**src/rtl/lamp_pkg.sv**
```systemverilog
// Shared encodings for the lamp pattern decoder: mode codes, FSM states, default confirm depth.
package lamp_pkg;

  localparam logic [1:0] MODE_UNKNOWN   = 2'd0;
  localparam logic [1:0] MODE_STEADY_ON = 2'd1;
  localparam logic [1:0] MODE_OFF       = 2'd2;
  localparam logic [1:0] MODE_BLINK     = 2'd3;

  localparam int CONFIRM_N_DEF = 2;

  typedef enum logic [2:0] {
    ST_UNKNOWN,
    ST_STEADY_ON,
    ST_OFF,
    ST_BLINK_A,
    ST_BLINK_B
  } lamp_dec_state_t;

  function automatic logic [1:0] state_mode(input lamp_dec_state_t st);
    case (st)
      ST_STEADY_ON:           state_mode = MODE_STEADY_ON;
      ST_OFF:                 state_mode = MODE_OFF;
      ST_BLINK_A, ST_BLINK_B: state_mode = MODE_BLINK;
      default:                state_mode = MODE_UNKNOWN;
    endcase
  endfunction

endpackage

```
**src/rtl/lamp_pattern_decoder_sat_counter.sv**
```systemverilog
// Saturating up-counter with synchronous clear; clear and increment together load one.
module sat_counter #(
  parameter int W = 4,
  parameter logic [W-1:0] LIMIT = '1
) (
  input  logic         clk,
  input  logic         rst,
  input  logic         clr,
  input  logic         inc,
  output logic [W-1:0] cnt
);

  logic [W-1:0] base;
  logic [W-1:0] cnt_nxt;

  always_comb begin
    base    = clr ? '0 : cnt;
    cnt_nxt = base;
    if (inc && (base != LIMIT)) cnt_nxt = base + W'(1);
  end

  always_ff @(posedge clk) begin
    if (rst) cnt <= '0;
    else     cnt <= cnt_nxt;
  end

endmodule

```
**src/rtl/lamp_pattern_decoder.sv**
```systemverilog
// Decodes sampled lamp pair back to controller commands (i, s), checks blink alternation, counts blink periods.
// Optional LAMP_DEC_STICKY_ERR_EN: err holds until clr/Reset instead of pulsing for one cycle.
module lamp_pattern_decoder
  import lamp_pkg::*;
#(
  parameter int CONFIRM_N = CONFIRM_N_DEF,
  parameter int CNT_W     = 8
) (
  input  logic             Clock,
  input  logic             Reset,
  input  logic             sample,
  input  logic             l1,
  input  logic             l2,
  input  logic             clr,
  output logic             i_rec,
  output logic             s_rec,
  output logic [1:0]       mode,
  output logic             valid,
  output logic             err,
  output logic [CNT_W-1:0] blink_cnt
);

  lamp_dec_state_t state, state_nxt;
  logic            fault;
  logic            same_class;
  logic            blink_inc;
  logic [3:0]      conf_cnt;
  logic            i_hold, s_hold;
  logic            i_now, s_now;

  always_ff @(posedge Clock) begin
    if (Reset) state <= ST_UNKNOWN;
    else       state <= state_nxt;
  end

  always_comb begin
    state_nxt  = state;
    fault      = 1'b0;
    same_class = 1'b0;
    blink_inc  = 1'b0;
    if (sample) begin
      case ({l1, l2})
        2'b11: begin
          state_nxt  = ST_STEADY_ON;
          same_class = (state == ST_STEADY_ON);
        end
        2'b00: begin
          state_nxt  = ST_OFF;
          same_class = (state == ST_OFF);
        end
        2'b10: begin
          case (state)
            ST_BLINK_A: fault = 1'b1;
            ST_BLINK_B: begin
              state_nxt  = ST_BLINK_A;
              same_class = 1'b1;
              blink_inc  = 1'b1;
            end
            default:    state_nxt = ST_BLINK_A;
          endcase
        end
        default: begin
          case (state)
            ST_BLINK_B: fault = 1'b1;
            ST_BLINK_A: begin
              state_nxt  = ST_BLINK_B;
              same_class = 1'b1;
            end
            default:    state_nxt = ST_BLINK_B;
          endcase
        end
      endcase
    end
  end

  // A class change or alternation fault restarts confirmation at one sample.
  sat_counter #(.W(4), .LIMIT(4'(CONFIRM_N))) u_confirm (
    .clk (Clock),
    .rst (Reset),
    .clr (sample && !same_class),
    .inc (sample),
    .cnt (conf_cnt)
  );

  sat_counter #(.W(CNT_W), .LIMIT('1)) u_blink (
    .clk (Clock),
    .rst (Reset),
    .clr (clr),
    .inc (blink_inc),
    .cnt (blink_cnt)
  );

  assign mode  = state_mode(state);
  assign valid = (conf_cnt == 4'(CONFIRM_N));

  // s is invisible while steady on, so the last confirmed value is carried forward.
  always_comb begin
    i_now = i_hold;
    s_now = s_hold;
    case (state)
      ST_STEADY_ON:           i_now = 1'b0;
      ST_OFF:                 begin i_now = 1'b1; s_now = 1'b1; end
      ST_BLINK_A, ST_BLINK_B: begin i_now = 1'b1; s_now = 1'b0; end
      default:                ;
    endcase
  end

  always_ff @(posedge Clock) begin
    if (Reset) begin
      i_hold <= 1'b0;
      s_hold <= 1'b0;
    end else if (valid) begin
      i_hold <= i_now;
      s_hold <= s_now;
    end
  end

  assign i_rec = valid ? i_now : i_hold;
  assign s_rec = valid ? s_now : s_hold;

`ifdef LAMP_DEC_STICKY_ERR_EN
  always_ff @(posedge Clock) begin
    if (Reset)      err <= 1'b0;
    else if (fault) err <= 1'b1;
    else if (clr)   err <= 1'b0;
  end
`else
  always_ff @(posedge Clock) begin
    if (Reset) err <= 1'b0;
    else       err <= fault;
  end
`endif

endmodule
```
**config.mk**
```make
export PLATFORM = sky130hd
export DESIGN_NAME = lamp_pattern_decoder
export DESIGN_NICKNAME = d
export VERILOG_FILES = /design/src/rtl/lamp_pkg.sv /design/src/rtl/lamp_pattern_decoder_sat_counter.sv /design/src/rtl/lamp_pattern_decoder.sv
export SDC_FILE = /design/constraint.sdc
export NUM_CORES = 1
export LEC_CHECK = 0
export ABC_AREA = 1
export CORE_AREA = 2 2 48 59
export CTS_BUF_LIST = sky130_fd_sc_hd__clkbuf_2 sky130_fd_sc_hd__clkbuf_4 sky130_fd_sc_hd__clkbuf_8
export DETAILED_ROUTE_END_ITERATION = 12
export DIE_AREA = 0 0 50 61
export GPL_TIMING_DRIVEN = 0
export MAX_ROUTING_LAYER = met4
export PLACE_DENSITY = 0.74
export SYNTH_ARGS = -nofsm -noshare
export SYNTH_HDL_FRONTEND = slang
export SYNTH_SLANG_ARGS = --single-unit
```
**constraint.sdc**
```tcl
create_clock -name Clock -period 1.81 [get_ports Clock]
set_clock_uncertainty 0.05 [all_clocks]
set_input_delay 0.2715 -clock Clock [delete_from_list [all_inputs] [get_ports Clock]]
set_output_delay 0.2715 -clock Clock [all_outputs]
set_load 0.01 [all_outputs]
```
* Word level (Yosys, flattened, before mapping)
Cells that the tools add are included.
Word-level totals: bits in writable memories 0, bits in latches 0, output and inout port bits 14, bits of input ports 6, memories 0, ROM bits 0, register bits after elaboration 18
Operators by class: order comparisons 0, multiplexer cells 19, reductions and logical operators 10, divide/modulo/power cells 0, shift-type cells 0, add/subtract/negate cells 2, $mul 0, equal/unequal tests 11, bitwise operators 1
Operator list (number):
- 2-to-1 mux 8 bit | 2
- case mux 3 bit (3 select lines) | 1
- adder 8 x 1 -> 8 bit, second input constant | 1
- 2-to-1 mux 4 bit | 2
- != test 8 bit, second input constant | 1
- 2-to-1 mux 1 bit | 7
- == test 3 x 2 -> 1 bit, second input constant | 2
- 2-to-1 mux 3 bit | 2
- case mux 1 bit (2 select lines) | 3
- case mux 2 bit (3 select lines) | 1
- OR reduction 2 bit | 3
- adder 4 x 1 -> 4 bit, second input constant | 1
- == test 2 bit, second input constant | 2
- == test 4 x 2 -> 1 bit, second input constant | 1
- != test 4 x 1 -> 1 bit, second input constant | 1
- != test 4 x 2 -> 1 bit, second input constant | 1
- == test 3 x 1 -> 1 bit, second input constant | 1
- == test 3 bit, second input constant | 1
- logical AND 1 bit | 3
- case mux 1 bit (3 select lines) | 1
- AND reduction 3 bit | 1
- OR reduction 3 bit | 1
- zero test 2 bit | 1
- != test 2 bit, second input constant | 1
- 2 further kinds | 2

* Depth between registers and ports, before layout
Gate-level depths: netlist of run 1.
word-level depth 10, mapped depth 14

* By module
From an unflattened synthesis of run 1, not the netlist that was laid out.
Unflattened totals: cells, all modules 177, area total of the unflattened synthesis 1167.4 um2
By module, submodules not included:
- sat_counter at u_blink | cells an instance 71, times used 1, area an instance 470.5 um2
- lamp_pattern_decoder | cells an instance 69, times used 1, area an instance 437.9 um2
- sat_counter at u_confirm | cells an instance 37, times used 1, area an instance 259.0 um2

* Worst setup path before layout of run 1
Ideal clock, no wire load.
path kind input port to flip-flop, start point input port l1, end point register u_confirm.cnt[1], data arrival time 1.599 ns, path slack 0.048 ns, required time 1.647 ns, path buffers 0, stages 13, cell sequence inv_1 > ha_1 > bufinv_8 > o21ai_1 > inv_2 > nand2_4 > nand2_2 > inv_1 > ha_1 > a21oi_2 > nand2_1 > nand2_1 > nor2_1
On the way: longest elaborated chain between the ends 9, elaborated cells between the ends (all ways) 12, classes of those cells 1 x add/sub; 3 x eq/ne; 4 x mux; 4 x reduce/logical
RTL lines:
- start, declared | RTL line lamp_pattern_decoder.sv:12 | input logic l1,
- == test 2 bit or zero test 2 bit (tied branches) | RTL line lamp_pattern_decoder.sv:42 | case ({l1, l2})
- case mux 1 bit (3 select lines) (*) | RTL line lamp_pattern_decoder.sv:42
- 2-to-1 mux 1 bit (*) | RTL line lamp_pattern_decoder.sv:41 | if (sample) begin
- zero test 1 bit (*) | RTL line lamp_pattern_decoder.sv:80 | .clr (sample && !same_class),
- logical AND 1 bit (*) | RTL line lamp_pattern_decoder.sv:80
- 2-to-1 mux 4 bit (*) | RTL line lamp_pattern_decoder_sat_counter.sv:17 | base = clr ? '0 : cnt;
- parallel branches: the longest is 2 deep, another holds adder 4 x 1 -> 4 bit
- 2-to-1 mux 4 bit (*) | RTL line lamp_pattern_decoder_sat_counter.sv:19 | if (inc && (base != LIMIT)) cnt_nxt = base + W'(1);
- end signal, assigned | RTL line lamp_pattern_decoder_sat_counter.sv:24 | else cnt <= cnt_nxt;
- end, declared | RTL line lamp_pattern_decoder_sat_counter.sv:10 | output logic [W-1:0] cnt
Mark *: on every way between the ends. A chain may end at the register's enable or synchronous reset.

* Worst setup path in the final report of run 1
start point register state[1], end point output port i_rec
On the way: longest elaborated chain between the ends 4, elaborated cells between the ends (all ways) 7, classes of those cells 4 x eq/ne; 2 x mux; 1 x reduce/logical
RTL lines:
- start, declared | RTL line lamp_pattern_decoder.sv:23 | lamp_dec_state_t state, state_nxt;
- start signal, assigned | RTL line lamp_pattern_decoder.sv:33 | else state <= state_nxt;
- == test 3 x 2 -> 1 bit or == test 3 bit (tied branches) | RTL line lamp_pattern_decoder.sv:100 | case (state)
- OR reduction 3 bit (no source line)
- case mux 1 bit (2 select lines) (*) | RTL line lamp_pattern_decoder.sv:100
- 2-to-1 mux 1 bit (*)
- end, declared | RTL line lamp_pattern_decoder.sv:15 | output logic i_rec,
Mark *: on every way between the ends. The rest lies on a longest branch, timed or not.

==> run metrics, run 1 <==
initial antenna violation count=0; R2R depth=12; worst-margin pin slew=about 440 ps; die area=slightly above 3000 sq um; setup slack, reg-to-reg=50 ps; normalized max-slew margin=0.7050; Antenna Nets Post-Route=0; CTS Hold Buffers Added=0; clk slew on worst S/H paths=roughly 110 ps; worst hold stages=3; final worst setup slack=24.67 ps; starting density of the core=0.4788; startpoint types=flop; CP required=about 1500 ps; layout net count=roughly 210; largest net degree at the start of global routing=11; GR Util met2=0.3647; placed cell count=220; Final Max Slew Viols=0; Seq/Total Area, Yosys=0.3038; Worst setup startpoint=state[1]; die width=approximately 50 microns; YS warnings=0; Routed WL=around 2500 microns; post-synth top area cell=dfxtp_1; Placed Area=between 1000 and 1500 sq um; Tot GR Track Use=0.1823; number of max-cap violations=0; Hold EP=err; initial drt markers=13; synth unique cells=31; Worst-Skew Late Latency=approximately 290 ps; CP endpoint kind=output pin; syn_nets=between 150 and 200; netlist area before placement=roughly 1200 sq um; gpl congestion=approximately 0.84; Area Growth Syn to Fin=32.81%; diode count=0; Power Dens Cells=504.5 nW/um^2; H-tree levels=1; share of layout cells above drive strength 1=0.3469; Hold Crit Class=input port to flop; Ports=20; Leakage=around 0.65 nW; worst setup path category=flop to output pin; fin crit period=~1800 ps; post-DP HPWL=a little under 2000 microns; Final setup viols=0; flops & latches, synth=18; GR peak layer=met2; core area=2477 sq um; Worst EP arrival=approximately 1500 ps; Clock Root Buffer=clkbuf_4; number of I/O port buffers=17; vias=roughly 1100; fillcell total=about 220; routed len/inst=around 11 microns; Yosys top cell area share=0.3038; outcome=finished, final reports clean; Tcrit/Tclk final=0.9864; Final Hold Violating Endpoints=0; gr ovfl total=0; clock buffer depth=2; DRC=0; Max FO, Critical Path=5; dominant cells by area after synthesis=dfxtp_1 30%, nand2_1 9.5%, ha_1 7.4%, inv_1 7.3%, nor2_1 6.3%; vias per cell=4.974; # clock sinks=18; Rows=20; first-pass GRT wire length=4126 microns; number of global-route vias before repair=~1000; grt met1 use=0.1745; post-synthesis average cell area=between 6 and 7 sq um; fin cells=between 200 and 250; Pre-antenna DRT Iters=4; Hold Startpoint=sample; CTS tree=built; DP Worst Slack=-639.2 ps; Critical R2R Capture=u_confirm.cnt[2]; Max Freq=about 560 MHz; Reg2Reg Launch Point=state[2]; maximum vdd drop=roughly 460 uV; RSZ-0062 raised after global routing=true; DIE HEIGHT=61 microns; final instance area=about 1600 sq um; cells after synthesis=170; routing usage on met3=0.01724; CTS Buf Count=3
==> state kept, by name, summed over array words and instances, names as in the netlist <==
register	flops
err	1
i_hold	1
s_hold	1
state	3
u_blink.cnt	8
u_confirm.cnt	4
==> repair_timing <==
| action | CTS | global route |
|---|---|---|
| pin swaps | 3 | 13 |
| gates resized for setup | 25 | 29 |
| setup buffers | 1 | 5 |
| setup endpoints to repair | 17 | 9 |
==> cell usage after synthesis, drive strengths merged <==
cell,count
nand2,37
inv,31
nor2,26
dfxtp,18
a21oi,11
o21ai,11
nand3,10
ha,7
nand4,4
a211oi,2
nor3,2
a21boi,1
and3,1
buf,1
bufinv,1
clkbuf,1
nand3b,1
nor3b,1
nor4,1
o22ai,1
xnor2,1
xor2,1
==> critical path: stages, from the launching register on <==
cell and delay [ps]:
dfxtp_4 380, buf_4 150, nor2_4 100, nand2_1 90, o21ai_2 160, nand2_1 60
clkdlybuf4s15_2 220
==> worst max path at each step <==
stage | slack (ps) | cells after the start | end
6_report | 20 | 6 | i_rec
4_1_cts | -20 | 6 | s_rec
3_5_place_dp | -640 | 14 | u_confirm.cnt[1]
5_1_grt | -60 | 8 | i_rec
2_1_floorplan | 50 | 13 | u_confirm.cnt[1]
3_3_place_gp | -580 | 14 | u_confirm.cnt[1]
==> area by class of cell <==
cell class | count | area (sq um) | area share
inverters | 32 | 136.4 | 0.08658
flip-flops and latches | 18 | 371.6 | 0.2359
plain buffers | 2 | 15.01 | 0.009531
well taps | 33 | 41.29 | 0.02621
multi-input cells | 118 | 783.3 | 0.4972
clock buffers | 3 | 22.52 | 0.01430
repair buffers | 23 | 205.2 | 0.1303
==> routing by layer <==
metal	vias to the layer above	share of wire
li1	595	-
met1	525	0.42
met2	17	0.55
met3	2	0.022
met4	0	0.011
met5	-	0
==> power by group <==
group	total, W	internal, W	switching, W
registers	0.000424	0.000407	0.0000168
clock network	0.000202	0.0000773	0.000125
logic	0.000169	0.0000725	0.0000964
total	0.000795	0.000557	0.000238
==> layout by cell type (no fill, tap or decap), types with 2 or more instances in the layout <==
cell	instances
ha_2	3
a21oi_2	2
ha_1	2
a211oi_1	2
dlygate4sd2_1	4
nand3_2	6
o21ai_2	4
a21oi_1	9
clkdlybuf4s50_1	9
nand2_2	5
buf_6	2
o21ai_1	5
dfxtp_2	3
nand3_1	3
o21ai_0	2
nor2_2	6
nand2_4	5
nand2_1	27
nor2_1	17
inv_2	10
buf_4	5
inv_1	20
clkbuf_4	3
clkbuf_2	2
ha_4	2
nand4_1	4
nor3_1	2
nor2_4	3
dfxtp_1	13
dfxtp_4	2
==> through the flow <==
| step | hold slack [ps] | TNS (ps) | total power [W] | util |
|---|---|---|---|---|
| after CTS | 186.4 | -23.61 | 0.0007685 | 0.5864 |
| after detailed placement | 441.5 | -6485 | 0.0005688 | 0.5641 |
| after global placement | 436.1 | -5727 | 0.0005644 | 0.5641 |
| after floorplan | 347.6 | 0 | 0.0005180 | - |
| after global routing | 204.2 | -108.0 | 0.0008356 | 0.6359 |
| final | 196.0 | 0 | 0.0007947 | 0.6359 |
==> kinds of logic (layout without fill, tap and decap cells) <==
kind of cell,Yosys count,after routing,synth area share
AO/OA/AOI/OAI,26,26,0.1266
XOR/XNOR,2,2,0.01477
adder cells (fa/ha/maj),7,7,0.07384
buffers and inverters,34,60,0.1255
flip-flops,18,18,0.3038
AND/OR/NAND/NOR,83,83,0.3555
No activity file was read; power rests on OpenSTA's default activity.
==> run 2, diff against run 1 <==
--- a/config.mk
+++ b/config.mk
@@ -6,13 +6,14 @@
 export NUM_CORES = 1
 export LEC_CHECK = 0
 export ABC_AREA = 1
-export CORE_AREA = 2 2 48 59
+export CORE_AREA = 2 2 45 55
 export CTS_BUF_LIST = sky130_fd_sc_hd__clkbuf_2 sky130_fd_sc_hd__clkbuf_4 sky130_fd_sc_hd__clkbuf_8
 export DETAILED_ROUTE_END_ITERATION = 12
-export DIE_AREA = 0 0 50 61
+export DIE_AREA = 0 0 47 57
 export GPL_TIMING_DRIVEN = 0
+export HOLD_SLACK_MARGIN = 0.05
 export MAX_ROUTING_LAYER = met4
-export PLACE_DENSITY = 0.74
+export PLACE_DENSITY = 0.8
 export SYNTH_ARGS = -nofsm -noshare
 export SYNTH_HDL_FRONTEND = slang
 export SYNTH_SLANG_ARGS = --single-unit
==> constraint.sdc (replaced) <==
create_clock -name Clock -period 2.1 [get_ports Clock]
set_clock_uncertainty 0.05 [all_clocks]
set_input_delay 0.315 -clock Clock [delete_from_list [all_inputs] [get_ports Clock]]
set_output_delay 0.315 -clock Clock [all_outputs]
set_load 0.01 [all_outputs]
==> run metrics, run 2 (synthesized netlist as in run 1, its figures left out) <==
number of I/O port buffers=17 (unchanged); clock share of power=0.259 (+0.005); final instance area=1450 sq um (-7.9%); setup slack, reg-to-reg=380 ps (+330 ps); normalized max-slew margin=0.6767 (-0.02829); DRC=0 (unchanged); Min Hold Slack=242.0 ps (+46.01 ps); Hold Crit Class=input port to flop; sequential power share=0.551 (+0.018); Area Growth Syn to Fin=22.26%; Combinational Power Share=0.190 (-0.023); diode count=0 (unchanged); gr ovfl total=0 (unchanged); post-DP HPWL=1917 microns (-1.0%); startpoint types=flop; Tot GR Track Use=0.2066 (+0.02431); max reg flops=8 (unchanged); CTS tree=built; initial drt markers=25 (+12); CP endpoint kind=output pin; Antenna Nets Post-Route=0 (unchanged); Leakage=0.6482 nW (+0.10%); Final setup viols=0 (unchanged); Biggest register=u_blink.cnt; fin crit period=between 1500 and 2000 ps; TNS Setup=0 ps (unchanged); worst-margin pin slew=485.0 ps (+42.44 ps); most frequent cells in the layout=29 x nand2_1, 22 x inv_1, 19 x nor2_1; Clock Root Buffer=clkbuf_4; # Post-CTS Setup Buffers=0 (-1); vias per cell=5.145 (+3.4%); Final Max Slew Viols=0 (unchanged); outcome=finished, final reports clean; worst setup path category=flop to output pin; core area=2187 sq um (-12%); number of max-cap violations=0 (unchanged); Max FO, Critical Path=7 (+2); first-pass GRT wire length=4098 microns (-0.68%); Tcrit/Tclk final=0.9182; layout net count=205 (-2.8%); most common cell after layout, fill and taps aside=nand2_1; routed len/inst=10.84 microns (-2.0%); Worst EP arrival=1560 ps (+100 ps); Pre-antenna DRT Iters=7 (+3); die area=2679 sq um (-12%); CP required=1740 ps (+250 ps); CTS Buf Count=3 (unchanged); Rows=19 (-5.0%); clock buffer depth=2 (unchanged); P_sw=0.0001862 W (-22%); Max Freq=roughly 520 MHz; Power Dens Cells=452.2 nW/um^2 (-10%); Worst-Skew Late Latency=280 ps (about the same); Routed WL=2395 microns (-5.4%); # clock sinks=18 (unchanged); Ports=20 (unchanged); clk slew on worst S/H paths=100 ps (about the same); maximum vdd drop=329.3 uV (-29%); Placed Area=1395 sq um (-0.18%); CTS Hold Buffers Added=0 (unchanged); H-tree levels=1 (unchanged); fin cells=221 (-3.5%); RSZ-0062 raised after global routing=false; vias=1137 (-0.18%); DIE HEIGHT=57 microns (-6.6%); starting density of the core=0.5423 (+0.06355); number of global-route vias before repair=1075 (+3.1%); Final Hold Violating Endpoints=0 (unchanged); sw frac=0.2840 (-0.01551); die width=47 microns (-6.0%); Regs by FF count=u_blink.cnt: 8 flops, u_confirm.cnt: 4 flops, state: 3 flops; Internal Pwr Total=0.0004695 W (-16%); placed cell count=218 (-0.91%); largest net degree at the start of global routing=11 (unchanged); gpl congestion=0.9073 (+7.8%); share of layout cells above drive strength 1=0.2211 (-0.1259); initial antenna violation count=0 (unchanged)
[run 2: layout make-up]
cell class	count	area, sq um
Multi-Input combinational cell	118	700.7
Timing Repair Buffer	17	176.4
Tap cell	31	38.79
Buffer	2	15.01
Sequential cell	18	362.8
Inverter	32	133.9
Clock buffer	3	22.52
Fill cell	209	737.0
[run 2: what timing repair did]
item                                    CTS  global route
pin swaps                                 1             0
gates resized for setup                  10             9
endpoints found under the setup margin    6            11
cloned                                    0             0
[run 2: metal layers]
metal / wire length, microns / vias up / track usage
met5: 0 / - / -
met4: 0 / 0 / 0.07540
li1: - / 583 / -
met3: 81 / 0 / 0.03165
met2: 1313 / 30 / 0.3562
met1: 1001 / 524 / 0.2302
[run 2: power groups by stage]
stage | clock network [W] | logic, W | registers [W]
final | 0.000170 | 0.000125 | 0.000361
after global routing | 0.000187 | 0.000139 | 0.000363
after CTS | 0.000175 | 0.000123 | 0.000361
after detailed placement | 0 | 0.000123 | 0.000368
after global placement | 0 | 0.000119 | 0.000367
after floorplan | 0 | 0.0000805 | 0.000366
[run 2: metrics by stage]
step	power (W)	utilization	setup slack (ps)
detailed placement	0.0004903	0.6379	-398.4
global route	0.0006889	0.6630	62.06
CTS	0.0006587	0.6516	13.97
global placement	0.0004858	0.6379	-331.4
finish	0.0006557	0.6630	171.8
floorplan	0.0004465	-	294.5
[run 2: critical path, stage by stage, from the launching register on]
cell	delay [ps]
dfxtp_2	370
nor2_2	140
nand2_1	110
nand2_1	100
inv_1	60
o21ai_1	160
nand2_1	60
dlygate4sd2_1	280
[run 2: worst paths after layout]
check                           cells after the start      from                to
worst max-delay path                                7  state[1]             s_rec
worst max register to register                     12  state[0]  u_confirm.cnt[2]
worst min-delay path                                3    sample               err
worst min register to register                      2    i_hold            i_hold
==> run 3, diff against run 2 <==
--- a/config.mk
+++ b/config.mk
@@ -6,14 +6,14 @@
 export NUM_CORES = 1
 export LEC_CHECK = 0
 export ABC_AREA = 1
-export CORE_AREA = 2 2 45 55
-export CTS_BUF_LIST = sky130_fd_sc_hd__clkbuf_2 sky130_fd_sc_hd__clkbuf_4 sky130_fd_sc_hd__clkbuf_8
+export CORE_AREA = 2 2 46 56
+export CTS_BUF_LIST = sky130_fd_sc_hd__clkbuf_8 sky130_fd_sc_hd__clkbuf_16
 export DETAILED_ROUTE_END_ITERATION = 12
-export DIE_AREA = 0 0 47 57
+export DIE_AREA = 0 0 48 58
 export GPL_TIMING_DRIVEN = 0
 export HOLD_SLACK_MARGIN = 0.05
 export MAX_ROUTING_LAYER = met4
-export PLACE_DENSITY = 0.8
+export PLACE_DENSITY = 0.78
 export SYNTH_ARGS = -nofsm -noshare
 export SYNTH_HDL_FRONTEND = slang
 export SYNTH_SLANG_ARGS = --single-unit
==> run metrics, run 3 (synthesized netlist as in run 1, its figures left out) <==
outcome=finished, final reports clean; Area Growth Syn to Fin=24.68%; max reg flops=8 (unchanged); die area=2784 sq um (+3.9%); Hold Crit Class=input port to flop; startpoint types=flop; Ports=20 (unchanged); final instance area=1479 sq um (+2.0%); Max Freq=506.9 MHz (-2.3%); initial antenna violation count=0 (unchanged); largest net degree at the start of global routing=11 (unchanged); number of global-route vias before repair=1052 (-2.1%); Combinational Power Share=0.177 (-0.013); RSZ-0062 raised after global routing=false; final worst setup slack=127.0 ps (-44.74 ps); P_sw=0.0001917 W (+2.9%); maximum vdd drop=330.3 uV (+0.32%); Tot GR Track Use=0.2005 (-0.006076); Final Util=0.6548 (-0.008195); sequential power share=0.498 (-0.053); gr ovfl total=0 (unchanged); Final Hold Violating Endpoints=0 (unchanged); CP endpoint kind=output pin; DIE HEIGHT=58 microns (+1.8%); Placed Area=1395 sq um (unchanged); most frequent cells in the layout=30 x nand2_1, 23 x inv_1, 19 x nor2_1; diode count=0 (unchanged); normalized max-slew margin=0.6896 (+0.01287); most common cell after layout, fill and taps aside=nand2_1; Tcrit/Tclk final=0.9395 (+0.02131); starting density of the core=0.5252 (-0.01713); sw frac=0.2643 (-0.01967); Max FO, Critical Path=7 (unchanged); Clock Root Buffer=clkbuf_8; CTS Hold Buffers Added=0 (unchanged); Antenna Nets Post-Route=0 (unchanged); DRC=0 (unchanged); Internal Pwr Total=0.0005335 W (+14%); CTS Buf Count=3 (unchanged); worst setup path category=flop to output pin; total power=0.0007252 W (+11%); Leakage=0.6508 nW (+0.40%); fin crit period=1973 ps (+44.75 ps); worst-margin pin slew=465.7 ps (-19.30 ps); Routed WL=2371 microns (-1.0%); Final Max Slew Viols=0 (unchanged); GR peak layer=met2; layout net count=207 (+0.98%); fin cells=223 (+0.90%); Worst EP arrival=1610 ps (+50 ps); initial drt markers=19 (-24%); Worst-Skew Late Latency=250 ps (-30 ps); number of I/O port buffers=17 (unchanged); first-pass GRT wire length=4077 microns (-0.51%); Power Dens Cells=490.4 nW/um^2 (+8.5%); multi-input logic area=699.4 sq um (-0.18%); clk slew on worst S/H paths=60 ps (-40 ps); Biggest register=u_blink.cnt; # clock sinks=18 (unchanged); gpl congestion=0.8981 (-1.0%); grt met1 use=0.2074 (-0.02279); Pre-antenna DRT Iters=4 (-3); clock buffer depth=2 (unchanged); share of layout cells above drive strength 1=0.2396 (+0.01853); fillcell total=203 (-2.9%); routed len/inst=10.63 microns (-1.9%); placed cell count=218 (unchanged); CP required=1740 ps (about the same); H-tree levels=1 (unchanged); vias=1126 (-0.97%); core area=2258 sq um (+3.3%); die width=48 microns (+2.1%); CTS tree=built; routing usage on met3=0.01558 (-0.01607); Rows=19 (unchanged); GR Util met2=0.3619 (+0.005740); number of max-cap violations=0 (unchanged); Regs by FF count=u_blink.cnt: 8 flops, u_confirm.cnt: 4 flops, state: 3 flops; Reg area=364.1 sq um (+0.34%); post-DP HPWL=1942 microns (+1.3%); clock share of power=0.325 (+0.066); Final setup viols=0 (unchanged); DP Worst Slack=-382.5 ps (+15.85 ps); vias per cell=5.049 (-1.9%)
## run 3: worst max-delay path, cell delays in order (launching register included)
cell,delay [ps]
dfxtp_2,360
nor2_2,150
nand2_1,100
nand2_1,100
nor2_1,50
inv_1,70
clkdlybuf4s50_1,540
## run 3: area by class of cell
type,instances,share of cell area
repair buffers,19,0.1261
inverters,32,0.09052
flip-flops and latches,18,0.2462
well taps,31,0.02623
plain buffers,2,0.01015
multi-input cells,118,0.4729
clock buffers,3,0.02792
## run 3: stage by stage
step	setup TNS, ps	hold WS (ps)
finish	0	283.1
global placement	-2291	434.2
global route	0	294.5
floorplan	0	391.1
detailed placement	-2857	446.9
CTS	0	281.0
## run 3: power groups by stage
| stage | registers [W] | clock network [W] | logic [W] |
|---|---|---|---|
| floorplan | 0.000366 | 0 | 0.0000805 |
| global placement | 0.000367 | 0 | 0.000118 |
| detailed placement | 0.000368 | 0 | 0.000123 |
| CTS | 0.000360 | 0.000244 | 0.000122 |
| global route | 0.000362 | 0.000261 | 0.000144 |
| finish | 0.000361 | 0.000236 | 0.000128 |
## run 3: final timing paths
path              startpoint               end  slack [ps]  cells after the start
setup / recovery    state[1]           mode[1]         130                      6
hold / removal        sample               err         280                      3
setup reg to reg    state[2]  u_confirm.cnt[2]         240                     13
hold reg to reg       s_hold            s_hold         420                      2
## run 3: per-layer routing
layer  part of all wire  wire (microns)
met1               0.40             955
met2               0.55            1309
met3              0.027              63
met4              0.018              42
met5                  0               0
## run 3: repair_timing
action                     in CTS  in global routing
pin swaps                       1                  0
setup buffers                   0                  2
setup endpoints to repair       7                  6
hold endpoints to repair        0                  0
resized for setup               9                  9
